`config.mk`:
```
export PLATFORM = sky130hd
export DESIGN_NAME = led_pattern_sched
export DESIGN_NICKNAME = d
export VERILOG_FILES = /design/src/rtl/led_pattern_sched.sv
export SDC_FILE = /design/constraint.sdc
export NUM_CORES = 1
export LEC_CHECK = 0
export CORE_MARGIN = 1.5
export CORE_UTILIZATION = 45
export CTS_BUF_LIST = sky130_fd_sc_hd__clkbuf_4 sky130_fd_sc_hd__clkbuf_8
export DETAILED_ROUTE_END_ITERATION = 8
export GPL_TIMING_DRIVEN = 0
export SYNTH_ARGS = -nofsm -noshare
export SYNTH_HDL_FRONTEND = slang
export SYNTH_SLANG_ARGS = --single-unit
```
`constraint.sdc`:
```
create_clock -name clk_in -period 7.6 [get_ports clk_in]
set_input_delay 1.52 -clock clk_in [delete_from_list [all_inputs] [get_ports clk_in]]
set_output_delay 1.52 -clock clk_in [all_outputs]
set_load 0.1 [all_outputs]
```
`src/rtl/led_pattern_sched.sv`:
```
`default_nettype none
// ============================================================================
// Module   : led_pattern_sched
// Brief    : Debounced-switch LED pattern sequencer (walk/rotate/toggle) with
//            an internal step-tick generator on a single clock.
// Revision : 1.0 - initial release
// ============================================================================
module led_pattern_sched #(
    parameter int DEB_CNT = 50000,
    parameter int CNT_W   = 23,
    parameter int PERIOD0 = 1000000,
    parameter int PERIOD1 = 1500000,
    parameter int PERIOD2 = 2500000,
    parameter int PERIOD3 = 5000000
) (
    input  logic       clk_in,
    input  logic       rst,
    input  logic [3:0] sw,
    output logic [3:0] led,
    output logic       tick,
    output logic [1:0] mode,
    output logic       busy
);

    localparam logic [1:0] c_st_idle = 2'd0;
    localparam logic [1:0] c_st_load = 2'd1;
    localparam logic [1:0] c_st_run  = 2'd2;

    localparam logic [1:0] c_mode_walk   = 2'b00;
    localparam logic [1:0] c_mode_rotate = 2'b01;
    localparam logic [1:0] c_mode_toggle = 2'b10;

    localparam logic [CNT_W-1:0] c_cnt_one   = CNT_W'(1);
    localparam logic [CNT_W-1:0] c_deb_last  = CNT_W'(DEB_CNT - 1);
    localparam logic [CNT_W-1:0] c_per_last0 = CNT_W'(PERIOD0 - 1);
    localparam logic [CNT_W-1:0] c_per_last1 = CNT_W'(PERIOD1 - 1);
    localparam logic [CNT_W-1:0] c_per_last2 = CNT_W'(PERIOD2 - 1);
    localparam logic [CNT_W-1:0] c_per_last3 = CNT_W'(PERIOD3 - 1);

    logic [3:0]       r_sync1;
    logic [3:0]       r_sync2;
    logic [3:0]       w_deb;
    logic [1:0]       r_state;
    logic [1:0]       r_mode;
    logic [1:0]       r_speed;
    logic [1:0]       r_walk_idx;
    logic [3:0]       r_led;
    logic [3:0]       r_mask;
    logic             r_tick;
    logic             r_busy;
    logic [CNT_W-1:0] r_idle_cnt;
    logic [CNT_W-1:0] r_tick_cnt;
    logic [1:0]       w_mode_dec;
    logic [1:0]       w_speed;
    logic [1:0]       w_walk_next;
    logic [CNT_W-1:0] w_per_last;

    always_ff @(posedge clk_in) begin
        if (rst) begin
            r_sync1 <= 4'b0000;
            r_sync2 <= 4'b0000;
        end else begin
            r_sync1 <= sw;
            r_sync2 <= r_sync1;
        end
    end

    // A bit is accepted only after DEB_CNT consecutive differing samples.
    generate
        for (genvar gi = 0; gi < 4; gi++) begin : g_deb
            logic [CNT_W-1:0] r_cnt;
            logic             r_bit;
            always_ff @(posedge clk_in) begin
                if (rst) begin
                    r_cnt <= '0;
                    r_bit <= 1'b0;
                end else if (r_sync2[gi] == r_bit) begin
                    r_cnt <= '0;
                end else if (r_cnt == c_deb_last) begin
                    r_bit <= r_sync2[gi];
                    r_cnt <= '0;
                end else begin
                    r_cnt <= r_cnt + c_cnt_one;
                end
            end
            assign w_deb[gi] = r_bit;
        end
    endgenerate

    assign w_mode_dec  = w_deb[0] ? c_mode_rotate :
                         w_deb[1] ? c_mode_toggle : c_mode_walk;
    assign w_speed     = w_deb[3:2];
    assign w_walk_next = r_walk_idx + 2'd1;

    always_comb begin
        w_per_last = c_per_last0;
        case (w_speed)
            2'b01:   w_per_last = c_per_last1;
            2'b10:   w_per_last = c_per_last2;
            2'b11:   w_per_last = c_per_last3;
            default: w_per_last = c_per_last0;
        endcase
    end

    always_ff @(posedge clk_in) begin
        if (rst) begin
            r_state    <= c_st_idle;
            r_idle_cnt <= '0;
            r_tick_cnt <= '0;
            r_tick     <= 1'b0;
            r_led      <= 4'b0000;
            r_mode     <= c_mode_walk;
            r_busy     <= 1'b0;
            r_speed    <= 2'b00;
            r_walk_idx <= 2'd0;
            r_mask     <= 4'b1000;
        end else begin
            r_speed <= w_speed;
            r_tick  <= 1'b0;
            case (r_state)
                c_st_idle: begin
                    r_tick_cnt <= '0;
                    if (r_idle_cnt == c_deb_last) begin
                        r_idle_cnt <= '0;
                        r_state    <= c_st_load;
                    end else begin
                        r_idle_cnt <= r_idle_cnt + c_cnt_one;
                    end
                end
                c_st_load: begin
                    r_mode     <= w_mode_dec;
                    r_led      <= (w_mode_dec == c_mode_toggle) ? 4'b0000 : 4'b0001;
                    r_walk_idx <= 2'd0;
                    r_mask     <= 4'b1000;
                    r_tick_cnt <= '0;
                    r_busy     <= 1'b1;
                    r_state    <= c_st_run;
                end
                c_st_run: begin
                    // A mode change wins over both a speed change and a due tick.
                    if (w_mode_dec != r_mode) begin
                        r_tick_cnt <= '0;
                        r_busy     <= 1'b0;
                        r_state    <= c_st_load;
                    end else if (w_speed != r_speed) begin
                        r_tick_cnt <= '0;
                    end else if (r_tick_cnt == w_per_last) begin
                        r_tick_cnt <= '0;
                        r_tick     <= 1'b1;
                        case (r_mode)
                            c_mode_rotate: r_led <= {r_led[0], r_led[3:1]};
                            c_mode_toggle: begin
                                r_led  <= r_led ^ r_mask;
                                r_mask <= {r_mask[0], r_mask[3:1]};
                            end
                            default: begin
                                r_led      <= 4'b0001 << w_walk_next;
                                r_walk_idx <= w_walk_next;
                            end
                        endcase
                    end else begin
                        r_tick_cnt <= r_tick_cnt + c_cnt_one;
                    end
                end
                default: begin
                    r_busy  <= 1'b0;
                    r_state <= c_st_idle;
                end
            endcase
        end
    end

    assign led  = r_led;
    assign tick = r_tick;
    assign mode = r_mode;
    assign busy = r_busy;

endmodule
`default_nettype wire

```
==> results.ini <==
[cells_and_area]
layout.nets=971
synthToLayoutAreaGrowth_pct=10.6
post-route-util_pct=50.6
n_antenna_cell=0
layout-drive-gt1-share_pct=5.43

[pwr]
p_leak_nw=2.79
power_w=0.00159
ir_drop_uv=131
cellPowerDensity_nw_per_um2=184

[placed_design]
port_buffers=13
pre_cts_ws_ns=3.89
gp_congestion=0.792
dp_hpwl_mm=11.0

[clock_network]
postCtsSetupBuffers=0
cts_tree=yes
cts-hold-fix-buffers=0
clock-sinks=168
cts_resized=0
htree_levels=4
cts_buffers=17
clk_pin_slew_ns=0.08
insertion_delay_ns=0.45
clk_path_buf_depth=2
cts_root_buffer=clkbuf_8

[sta]
rsz0062_at_grt=no
fmax_mhz=274
hold_violations=0
worst_slack_ns=3.95
period_share_pct=48.0
worstMarginPinSlew_ns=1.03
tns_ns=0
finalCriticalPeriod_ns=3.65
slew_violations=0
slew-limit-headroom_pct=31.4
setup_violations=0
clock_skew_ns=0.0150

[setup_path]
cp_slowest_stage_delay_ns=1.22
cp-start-kind=flip-flop
critPathBufInv=1
ff2ff_setup_slack_ns=4.72
worst_r2r_startpoint=g_deb[3].r_bit
worstRegToRegCells=8
cpMaxStageDelayCell=clkdlybuf4s50_1
crit_path_end_kind=output pin
crit_family=buffers and inverters
path_class=reg2out
path_max_fanout=6
reg2reg_to=led[3]
cp.required_ns=6.08
crit_chain=clkdlybuf4s50_1
cp.arrival_ns=2.13

[route]
firstDrtPassIters=4
detail-route-antenna-nets=0
drc=0
vias_per_cell=5.18
vias=6132
drtIter0Drc=316
wl_per_cell_um=13.3
wl_mm=15.7

[logic_synthesis]
netlist_area_um2=7830
mappedNetlistNets=939
synth_flop_cell=dfxtp_1
synth_warnings=0
yosysTopAreaCell=dfxtp_1
synth_cells=917
yosys_register_bits=168
synth_top_area_share_pct=43.0
synthArstFlopShare_pct=0
synth.area.top_cells=dfxtp_1 (43%), nor2_1 (8.1%), xor2_1 (6.9%)
synth_common_cells=nor2_1 (169), dfxtp_1 (168), nand2_1 (87)
yosysSeqAreaShare_pct=43.0
synth.most_common_cell=nor2_1
synth_cell_types=66
synth-edff-count=0
synth.avg_cell_area_um2=8.54

[global_routing]
grt_pass1_wl_mm=26.6
grt_max_degree=17
grt_pass1_vias=5618
grt_use_met2_pct=27.3
grtUsageMet3_pct=4.17
gr-max-usage-layer=met2
grt-ovfl-total=0
antenna_found_initial=0
use_met1_pct=25.2
track_usage_pct=17.9

[min_path]
min_path_cells=1
worstHoldStart=r_sync1[3]
min_to=r_sync2[3]
hold_path.class=reg2reg

[die]
rows=48
coreArea_um2=17100
fp.dieW_um=135
initial_core_util_pct=45.7
die_h_um=135
dieArea_um2=18200
io_pins=14

[run]
drv_cap=0

[status]
status=complete, no violations

-- report_power, final --
part           internal [W]  total (W)  switching [W]
Clock              0.000372   0.000685       0.000313
Sequential         0.000883   0.000886     0.00000288
Combinational    0.00000781  0.0000225      0.0000147
Total               0.00126    0.00159       0.000331
-- per-stage QoR --
step / hold slack (ns) / cell area, µm² / std cells
CTS: 0.447 / 8660 / 1183
floorplan: 0.414 / 7830 / 917
finish: 0.441 / 8660 / 1183
global placement: 0.425 / 8240 / 1155
global route: 0.463 / 8660 / 1183
detailed placement: 0.426 / 8240 / 1155
-- placed cells by master, fill, tap and decap left out, drive strengths merged, types with 22 or more instances in the layout --
cell type / Yosys / final
clkbuf: 26 / 46
dfxtp: 168 / 168
inv: 27 / 27
nand2: 88 / 88
nand3: 64 / 64
nand4: 33 / 33
nor2: 169 / 169
nor3: 22 / 22
xnor2: 58 / 58
xor2: 62 / 62
-- metal layers --
layer | wire (µm) | share of wire [%]
met4 | 141 | 0.90
met1 | 8220 | 52
met5 | 0 | 0
met3 | 530 | 3.4
met2 | 6840 | 43
-- registers in the layout, summed over array words and instances (netlist names) --
| register | flops |
|---|---|
| g_deb.r_cnt | 92 |
| r_idle_cnt | 23 |
| r_tick_cnt | 23 |
| g_deb.r_bit | 4 |
| led | 4 |
| r_mask | 4 |
| r_sync1 | 4 |
| r_sync2 | 4 |
| mode | 2 |
| r_speed | 2 |
| r_state | 2 |
| r_walk_idx | 2 |
| busy | 1 |
| tick | 1 |
-- final cells by class --
type,count,area [µm²]
Clock inverter,8,149
Multi-Input combinational cell,690,4230
Timing Repair Buffer,13,130
Sequential cell,168,3360
Buffer,31,133
Fill cell,1665,8460
Clock buffer,20,269
Tap cell,225,282
Inverter,28,105
-- worst max path at each step --
| stage | startpoint | depth (start not counted) | slack (ns) | to |
|---|---|---|---|---|
| after floorplan | mode[0] | 7 | 4.97 | r_tick_cnt[13] |
| after global placement | rst | 5 | 3.88 | r_idle_cnt[21] |
| after detailed placement | rst | 5 | 3.89 | r_idle_cnt[3] |
| after CTS | mode[1] | 1 | 3.92 | mode[1] |
| after global routing | mode[1] | 1 | 3.87 | mode[1] |
| final | mode[1] | 1 | 3.95 | mode[1] |
-- cell families (layout without fill, tap and decap cells) --
family	Yosys count	count (layout)	share of synthesized area, %
and+or+nand+nor	476	476	29.8
DFF	168	168	43.0
xor gates and xnor gates	120	120	13.4
AOI/OAI and AO/OA	70	70	7.18
buffers and inverters	59	100	3.04
adders and majority gates	16	16	2.56
muxes	8	8	1.04
No activity file was read; power rests on OpenSTA's default activity.
